## src/rtl/pp_pkg.sv

```systemverilog
// Shared definitions for the approximate parallel-prefix adder family:
// skid-buffer state encoding and the operand folding function.
package pp_pkg;

    localparam int PP_MAX_WIDTH = 64;

    typedef enum logic [1:0] {
        SKID_EMPTY = 2'd0,
        SKID_ONE   = 2'd1,
        SKID_FULL  = 2'd2
    } skid_state_e;

    typedef struct packed {
        logic [PP_MAX_WIDTH:0]   g;
        logic [PP_MAX_WIDTH-1:0] p;
    } pp_fold_t;

    // Operands are right-aligned in PP_MAX_WIDTH bits; everything at or above
    // 'width' is returned as zero except the top generate bit g[width].
    function automatic pp_fold_t pp_fold(
        input logic [PP_MAX_WIDTH-1:0] a,
        input logic [PP_MAX_WIDTH-1:0] b,
        input logic                    cin,
        input logic                    sub,
        input int                      width,
        input int                      approx
    );
        logic [PP_MAX_WIDTH-1:0] bx;
        logic [PP_MAX_WIDTH-1:0] q;
        logic [PP_MAX_WIDTH-1:0] width_mask;
        logic [PP_MAX_WIDTH-1:0] approx_mask;
        logic [PP_MAX_WIDTH-1:0] exact_p;
        logic [PP_MAX_WIDTH-1:0] exact_g;
        logic [PP_MAX_WIDTH-1:0] apx_p;
        logic [PP_MAX_WIDTH-1:0] g_low;
        pp_fold_t                r;

        bx          = sub ? ~b : b;
        q           = {bx[PP_MAX_WIDTH-2:0], (sub ? 1'b1 : cin)};
        width_mask  = (width >= PP_MAX_WIDTH) ? '1 : ((64'd1 << width) - 64'd1);
        approx_mask = (64'd1 << approx) - 64'd1;

        exact_p = a ^ q;
        exact_g = a & q;
        apx_p   = a | q;

        r.p   = ((exact_p & ~approx_mask) | (apx_p & approx_mask)) & width_mask;
        g_low = exact_g & ~approx_mask & width_mask;
        r.g   = {1'b0, g_low} | (65'(bx[6'(width - 1)]) << width);
        return r;
    endfunction

endpackage

```

## src/rtl/pp_preprocess_pipe_if.sv

```systemverilog
// Operand-in / propagate-generate-out handshake bundle for pp_preprocess_pipe.
interface pp_preprocess_pipe_if #(
    parameter int WIDTH = 16
);
    logic             in_valid;
    logic             in_ready;
    logic [WIDTH-1:0] a;
    logic [WIDTH-1:0] b;
    logic             cin;
    logic             sub;
    logic             out_valid;
    logic             out_ready;
    logic [WIDTH-1:0] p;
    logic [WIDTH:0]   g;

    // master = operand source and p/g consumer, slave = the pre-process stage
    modport master (
        output in_valid, a, b, cin, sub, out_ready,
        input  in_ready, out_valid, p, g
    );

    modport slave (
        input  in_valid, a, b, cin, sub, out_ready,
        output in_ready, out_valid, p, g
    );
endinterface

```

## src/rtl/pp_skid_buffer.sv

```systemverilog
// Two-entry skid buffer: registered in_ready/out_valid, output driven from
// the head register, a second register absorbs one beat of back-pressure.
module pp_skid_buffer
    import pp_pkg::*;
#(
    parameter int DATA_W = 33
) (
    input  logic              clk,
    input  logic              rst,
    input  logic              in_valid,
    output logic              in_ready,
    input  logic [DATA_W-1:0] in_data,
    output logic              out_valid,
    input  logic              out_ready,
    output logic [DATA_W-1:0] out_data
);

    skid_state_e       state_q, state_d;
    logic [DATA_W-1:0] head_q, head_d;
    logic [DATA_W-1:0] skid_q, skid_d;
    logic              in_ready_q, in_ready_d;
    logic              out_valid_q, out_valid_d;
    logic              in_xfer;
    logic              out_xfer;

    assign in_xfer  = in_valid & in_ready_q;
    assign out_xfer = out_valid_q & out_ready;

    always_comb begin
        state_d = state_q;
        head_d  = head_q;
        skid_d  = skid_q;
        case (state_q)
            SKID_EMPTY: begin
                if (in_xfer) begin
                    head_d  = in_data;
                    state_d = SKID_ONE;
                end
            end
            SKID_ONE: begin
                if (in_xfer && out_xfer) begin
                    head_d = in_data;
                end else if (in_xfer) begin
                    skid_d  = in_data;
                    state_d = SKID_FULL;
                end else if (out_xfer) begin
                    state_d = SKID_EMPTY;
                end
            end
            SKID_FULL: begin
                // in_ready is low here, so only the drain path exists
                if (out_xfer) begin
                    head_d  = skid_q;
                    state_d = SKID_ONE;
                end
            end
            default: state_d = SKID_EMPTY;
        endcase
        in_ready_d  = (state_d != SKID_FULL);
        out_valid_d = (state_d != SKID_EMPTY);
    end

    always_ff @(posedge clk or posedge rst) begin
        if (rst) begin
            state_q     <= SKID_EMPTY;
            head_q      <= '0;
            skid_q      <= '0;
            in_ready_q  <= 1'b1;
            out_valid_q <= 1'b0;
        end else begin
            state_q     <= state_d;
            head_q      <= head_d;
            skid_q      <= skid_d;
            in_ready_q  <= in_ready_d;
            out_valid_q <= out_valid_d;
        end
    end

    assign in_ready  = in_ready_q;
    assign out_valid = out_valid_q;
    assign out_data  = head_q;

endmodule

```

## src/rtl/pp_preprocess_pipe.sv

```systemverilog
// Pre-processing stage of the approximate prefix adder: folds a/b/cin/sub into
// propagate/generate vectors and hands them to the prefix tree via a skid buffer.
module pp_preprocess_pipe
    import pp_pkg::*;
#(
    parameter int WIDTH       = 16,
    parameter int APPROX_BITS = 0
) (
    input  logic                 clk,
    input  logic                 rst,
    pp_preprocess_pipe_if.slave  bus,
    output logic [31:0]          beats
);

    localparam int PAYLOAD_W = 2 * WIDTH + 1;

    logic [PP_MAX_WIDTH-1:0] a_ext;
    logic [PP_MAX_WIDTH-1:0] b_ext;
    pp_fold_t                fold;
    logic [PAYLOAD_W-1:0]    fold_payload;
    logic [PAYLOAD_W-1:0]    out_payload;
    logic                    unused_fold;
    logic                    out_xfer;
    logic [31:0]             beats_q, beats_d;

    // Input side: fold operands before they enter storage
    always_comb begin
        a_ext                = '0;
        b_ext                = '0;
        a_ext[WIDTH-1:0]     = bus.a;
        b_ext[WIDTH-1:0]     = bus.b;
        fold                 = pp_fold(a_ext, b_ext, bus.cin, bus.sub, WIDTH, APPROX_BITS);
        fold_payload         = {fold.g[WIDTH:0], fold.p[WIDTH-1:0]};
    end

    assign unused_fold = ^fold;

    pp_skid_buffer #(
        .DATA_W (PAYLOAD_W)
    ) u_skid (
        .clk       (clk),
        .rst       (rst),
        .in_valid  (bus.in_valid),
        .in_ready  (bus.in_ready),
        .in_data   (fold_payload),
        .out_valid (bus.out_valid),
        .out_ready (bus.out_ready),
        .out_data  (out_payload)
    );

    assign bus.p = out_payload[WIDTH-1:0];
    assign bus.g = out_payload[PAYLOAD_W-1:WIDTH];

    // Output side: count beats taken by the prefix tree
    assign out_xfer = bus.out_valid & bus.out_ready;
    assign beats_d  = beats_q + {31'b0, out_xfer};

    always_ff @(posedge clk or posedge rst) begin
        if (rst) begin
            beats_q <= '0;
        end else begin
            beats_q <= beats_d;
        end
    end

    assign beats = beats_q;

endmodule

```

## src/flat_wrapper.sv

```systemverilog
// flat-port wrapper written by rule: the top's interface ports become plain ports
module pp_preprocess_pipe_flat import pp_pkg::*;
#(
    parameter int WIDTH       = 16,
    parameter int APPROX_BITS = 0
)
  (clk, rst, beats, bus_in_valid, bus_a, bus_b, bus_cin, bus_sub, bus_out_ready, bus_in_ready, bus_out_valid, bus_p, bus_g);
  pp_preprocess_pipe_if #(.WIDTH(WIDTH)) bus_i ();
  input  logic clk;
  input  logic rst;
  output logic [31:0] beats;
  input wire logic [$bits(bus_i.in_valid)-1:0] bus_in_valid;
  input wire logic [$bits(bus_i.a)-1:0] bus_a;
  input wire logic [$bits(bus_i.b)-1:0] bus_b;
  input wire logic [$bits(bus_i.cin)-1:0] bus_cin;
  input wire logic [$bits(bus_i.sub)-1:0] bus_sub;
  input wire logic [$bits(bus_i.out_ready)-1:0] bus_out_ready;
  output wire logic [$bits(bus_i.in_ready)-1:0] bus_in_ready;
  output wire logic [$bits(bus_i.out_valid)-1:0] bus_out_valid;
  output wire logic [$bits(bus_i.p)-1:0] bus_p;
  output wire logic [$bits(bus_i.g)-1:0] bus_g;
  assign bus_i.in_valid = bus_in_valid;
  assign bus_i.a = bus_a;
  assign bus_i.b = bus_b;
  assign bus_i.cin = bus_cin;
  assign bus_i.sub = bus_sub;
  assign bus_i.out_ready = bus_out_ready;
  assign bus_in_ready = bus_i.in_ready;
  assign bus_out_valid = bus_i.out_valid;
  assign bus_p = bus_i.p;
  assign bus_g = bus_i.g;
  pp_preprocess_pipe #(.WIDTH(WIDTH), .APPROX_BITS(APPROX_BITS)) u_core (.clk(clk), .rst(rst), .bus(bus_i), .beats(beats));
endmodule
```

## config.mk

```make
export PLATFORM = sky130hd
export DESIGN_NAME = pp_preprocess_pipe_flat
export DESIGN_NICKNAME = d
export VERILOG_FILES = /design/src/rtl/pp_pkg.sv /design/src/rtl/pp_preprocess_pipe_if.sv /design/src/rtl/pp_skid_buffer.sv /design/src/rtl/pp_preprocess_pipe.sv /design/src/flat_wrapper.sv
export SDC_FILE = /design/constraint.sdc
export NUM_CORES = 1
export LEC_CHECK = 0
export CORE_MARGIN = 5
export CORE_UTILIZATION = 40
export CTS_CLUSTER_SIZE = 40
export DETAILED_ROUTE_END_ITERATION = 10
export GPL_ROUTABILITY_DRIVEN = 1
export PLACE_DENSITY_LB_ADDON = 0.1
export SYNTH_ARGS = -nofsm -noshare
export SYNTH_HDL_FRONTEND = slang
export SYNTH_SLANG_ARGS = --single-unit
```

## constraint.sdc

```tcl
create_clock -name clk -period 3.6 [get_ports clk]
set_clock_uncertainty 0.15 [all_clocks]
set_input_delay 0.54 -clock clk [delete_from_list [all_inputs] [get_ports clk]]
set_output_delay 0.54 -clock clk [all_outputs]
set_load 0.005 [all_outputs]
```

# ---- After elaboration in Yosys (flattened, before gate mapping)
# Index checks and enable logic that the tools add are counted.
dict set report word_totals {
  reg_bits 102
  in_bits 38
  output_inout_bits 67
  wordCells 38
}
dict set report classes {
  add_sub_neg 1
  n_eq_ne 6
  mux 12
  n_bitwise 7
  n_reduce_logical 6
}
# op count
set op_table {}
lappend op_table {{$mux 33} 3}
lappend op_table {{$pmux 33 s3} 1}
lappend op_table {{$add 32x1->32} 1}
lappend op_table {{$or 16x17->17} 1}
lappend op_table {{$and 16x16->16} 1}
lappend op_table {{$mux 16} 1}
lappend op_table {{$not 16->16} 1}
lappend op_table {{$xor 16x16->16} 1}
lappend op_table {{$mux 2} 5}
lappend op_table {{$ne 2x2->1 const B} 3}
lappend op_table {{$pmux 2 s3} 1}
lappend op_table {{$reduce_and 4->1} 1}
lappend op_table {{$reduce_and 3->1} 1}
lappend op_table {{$reduce_bool 3->1} 1}
lappend op_table {{$and 1x1->1} 2}
lappend op_table {{$eq 2x1->1 const B} 1}
lappend op_table {{$eq 2x2->1 const B} 1}
lappend op_table {{$logic_not 2->1} 1}
lappend op_table {{$ne 2x1->1 const B} 1}
lappend op_table {{$reduce_bool 2->1} 1}
lappend op_table {{$logic_and 1x1->1} 1}
lappend op_table {{$mux 1} 1}
lappend op_table {{$not 1->1} 1}

# ---- Longest topological paths before layout
dict set report depth {
  depth_word 6
  mapped_depth 8
  depth_no_buf 8
}

# ---- Modules after synthesis
# Synthesis repeated with hierarchy kept, for this count alone.
dict set report hier_totals {
  hier_cells 362
  area_unflattened_um2 4996.0
}
# mod instances cells_each area_each_um2
set modules_own_cells {}
lappend modules_own_cells {pp_skid_buffer 1 196 3171.8}
lappend modules_own_cells {pp_preprocess_pipe 1 166 1824.2}

# ---- Worst setup path after synthesis
# Ideal clock, no wire load.
dict set report synth_path {
  kind {input port to flip-flop}
  start {input bus_sub}
  end {register u_core.u_skid.head_q[10] (netlist: u_core.u_skid.out_data[10])}
  setup_time_ps 125
  t_arrival_ps 2056
  path_slack_ps 1270
  stages 6
  n_path_buf 2
  path_cell_list {clkbuf_1 -> buf_2 -> xor2_1 -> ha_1 -> mux2_2 -> mux2_2}
}
# element line
set synth_rtl {}
lappend synth_rtl {{from (decl)} flat_wrapper.sv:16} ;# input wire logic [$bits(bus_i.sub)-1:0] bus_sub;
lappend synth_rtl {{to (signal assigned)} pp_skid_buffer.sv:66} ;# head_q <= '0;
lappend synth_rtl {{to (signal assigned)} pp_skid_buffer.sv:72} ;# head_q <= head_d;
lappend synth_rtl {{to (decl)} pp_skid_buffer.sv:19} ;# logic [DATA_W-1:0] head_q, head_d;

# ---- Final worst setup path
dict set report layout_path {
  start {input bus_out_ready}
  end {register u_core.beats_q[30] (netlist: u_core.beats[30])}
}
dict set report layout_between {
  elab_chain_cells 2
}
# element line
set layout_rtl {}
lappend layout_rtl {{from (decl)} flat_wrapper.sv:17} ;# input wire logic [$bits(bus_i.out_ready)-1:0] bus_out_ready;
lappend layout_rtl {{$and 1x1->1} pp_preprocess_pipe.sv:55} ;# assign out_xfer = bus.out_valid & bus.out_ready;
lappend layout_rtl {{$add 32x1->32} pp_preprocess_pipe.sv:56} ;# assign beats_d = beats_q + {31'b0, out_xfer};
lappend layout_rtl {{net u_core.beats_d[30]} pp_preprocess_pipe.sv:24} ;# logic [31:0] beats_q, beats_d;
lappend layout_rtl {{to (signal assigned)} pp_preprocess_pipe.sv:62} ;# beats_q <= beats_d;
lappend layout_rtl {{to (decl)} pp_preprocess_pipe.sv:24}
# The timed path passes the listed nets, and every way through them passes these cells.
# A chain may end at the register's enable or synchronous reset.

==> flow_summary.json <==
{
  "antenna_found_initial": 0,
  "clock-sinks": 102,
  "pre_cts_ws_ns": 0.5078,
  "path_class": "primary input to flip-flop",
  "synthToLayoutAreaGrowth_pct": 30.68,
  "hold_path.class": "flip-flop to flip-flop",
  "wl_um": 9673,
  "finalSetupViolations": 0,
  "yosys.area.top_type": "dfrtp_1",
  "synth_nets": 404,
  "clockPowerShare": 0.208,
  "row_count": 40,
  "track_usage": 0.1445,
  "die_h_um": 119.6,
  "drt_iter0_markers": 106,
  "cts_setup_buffers": 0,
  "cts_tree": "done",
  "fin_ws_ns": 0.8633,
  "slew_violations": 0,
  "wl_per_cell_um": 15.91,
  "grt_pass1_vias": 3247,
  "netlist-cell-type-count": 30,
  "vdd_drop_max_v": 0.0002978,
  "p_switching_mw": 1.179,
  "worstPathRequired_ns": 3.67,
  "p_int_mw": 3.065,
  "io_pins": 105,
  "layout_common_cells": "clkdlybuf4s50_1, dfrtp_1, mux2_2",
  "synth_ff_type": "dfrtp_1",
  "cts.clk_slew.worst_paths_ns": 0.07,
  "slew-limit-headroom": 0.3918,
  "cp-end-kind": "flip-flop",
  "cts_buffers": 9,
  "vias_per_cell": 4.949,
  "setup_tns_ns": 0,
  "drive_above_1_share": 0.2755,
  "hold_violations": 0,
  "grt_pass1_wl_um": 16620,
  "yosysTopAreaCellShare": 0.5260,
  "grt_max_degree": 50,
  "gp_congestion": 0.7843,
  "cp_max_fo": 8,
  "dr.pass1.iters": 4,
  "comb_power_share": 0.367,
  "startpoint_type": "primary input",
  "multi_input_comb_area_um2": 2152,
  "final_common_cell": "clkdlybuf4s50_1",
  "cts-root-buf": "clkbuf_16",
  "avgSynthCellArea_um2": 13.81,
  "synth-edff-count": 0,
  "status": "complete, no violations",
  "holdBufCountCts": 0,
  "syn-cell-area_um2": 4805,
  "clk_latency_ns": 0.33,
  "register_area_um2": 2554,
  "htreeDepth": 3,
  "vias": 3009,
  "ys_seq_area_frac": 0.5315,
  "timing.final.crit_period_ns": 2.737,
  "hpwl_um": 6770,
  "max_freq_mhz": 365.4,
  "die_area_um2": 14300,
  "maxCapViolations": 0,
  "synth-seq-cells": 102,
  "tightestPinTransition_ns": 0.9123,
  "antenna_left": 0,
  "drc": 0,
  "core_um2": 11910,
  "start_util": 0.4034,
  "p_leak_nw": 2.800,
  "synthArstFlopShare": 1.000,
  "worstPathArrival_ns": 2.81,
  "ys_warn_count": 0,
  "nNetsFinal": 512,
  "rsz0062_at_grt": "false",
  "grt_overflow": 0,
  "die_x_um": 119.6,
  "antenna_cells": 0,
  "synthesis.instances": 348,
  "seqPwrFrac": 0.425,
  "clockBufferDepth": 2,
  "numPortBuffers": 104,
  "min_period_over_period": 0.7602,
  "fill_cells": 1037,
  "yosys-top-cells-area": "dfrtp_1, mux2_2, ha_1",
  "cellPowerDensity_nw_per_um2": 676.1,
  "swShare": 0.2778,
  "post_cts_resized": 0
}
state kept, by name, indices dropped and copies added (netlist names):
register                 count
u_core.u_skid.out_data      33
u_core.u_skid.skid_q        33
u_core.beats                32
u_core.u_skid.state_q        2
u_core.u_skid.in_ready       1
u_core.u_skid.out_valid      1
routing by layer:
metal  vias to the layer above  share of wire  GRT usage
li1                       1443              -          -
met1                      1486           0.44     0.1832
met2                        69           0.48     0.2306
met3                        11          0.066    0.04618
met4                         0          0.017    0.05583
met5                         -              0          0
layout make-up:
| cell class | instances | share of cell area |
|---|---|---|
| Sequential cell | 102 | 0.4067 |
| Multi-Input combinational cell | 228 | 0.3428 |
| Timing Repair Buffer | 110 | 0.1750 |
| Clock buffer | 12 | 0.03926 |
| Tap cell | 147 | 0.02929 |
| Clock inverter | 4 | 0.003587 |
| Inverter | 5 | 0.003388 |
worst max-delay path: stages:
cell and delay [ns]:
clkdlybuf4s50_1 0.46, nand2_1 0.10, inv_1 0.17, ha_1 0.26
ha_1 0.21, nand3_1 0.22, nor4_4 0.52, nand4_1 0.17
xnor2_1 0.16
cells by family (layout without fill, tap and decap cells):
logic type,after synthesis,after routing,share of synthesized area
DFF,102,102,0.5315
adders and majority gates,18,18,0.04688
xor gates and xnor gates,46,46,0.08385
and+or+nand+nor,61,61,0.07969
AOI/OAI and AO/OA,6,6,0.009637
muxes,97,97,0.2273
buffers and inverters,18,131,0.02109
per-stage QoR:
stage	hold WS (ns)	util	area (um^2)	power [mW]	cells
final	0.3285	0.5271	6279	4.245	608
after global routing	0.3475	0.5271	6279	4.537	608
after CTS	0.3346	0.5271	6279	4.337	608
after detailed placement	0.3121	0.5045	6010	3.427	592
after global placement	0.3139	0.5045	6010	3.378	592
after floorplan	0.3005	-	4805	2.753	348
final timing paths:
check | end | cells past startpoint | from | slack (ns)
min in group asynchronous | u_core.u_skid.out_data[13]$_DFFE_PP0P_ | 2 | rst | 0.48
max | u_core.beats[30]$_DFF_PP0_ | 9 | bus_out_ready | 0.86
max reg2reg | u_core.beats[30]$_DFF_PP0_ | 8 | u_core.u_skid.out_valid$_DFF_PP0_ | 1.16
min | u_core.beats[31]$_DFF_PP0_ | 1 | u_core.beats[31]$_DFF_PP0_ | 0.33
min reg2reg | u_core.beats[31]$_DFF_PP0_ | 1 | u_core.beats[31]$_DFF_PP0_ | 0.33
max in group asynchronous | u_core.u_skid.out_data[23]$_DFFE_PP0P_ | 3 | rst | 2.08
power by group through the flow:
stage,Clock (mW),Sequential [mW],Combinational (mW)
floorplan,0,1.79,0.959
global placement,0,1.81,1.56
detailed placement,0,1.83,1.60
CTS,0.925,1.81,1.60
global route,0.965,1.86,1.71
finish,0.884,1.80,1.56
cells in the mapped netlist (2+ instances only):
master and n:
and4_1 2, nand3_1 14, buf_2 9, ha_1 18, mux2_2 96, buf_6 3
xnor2_1 25, nor2_1 6, nand3_2 2, o21ai_0 2, nand4_1 11, and3_1 6
a21oi_1 2, inv_1 5, xor2_1 21, or2_2 2, nor4_4 2, dfrtp_1 101
nand2_1 10
(Power assumes the default switching activity.)
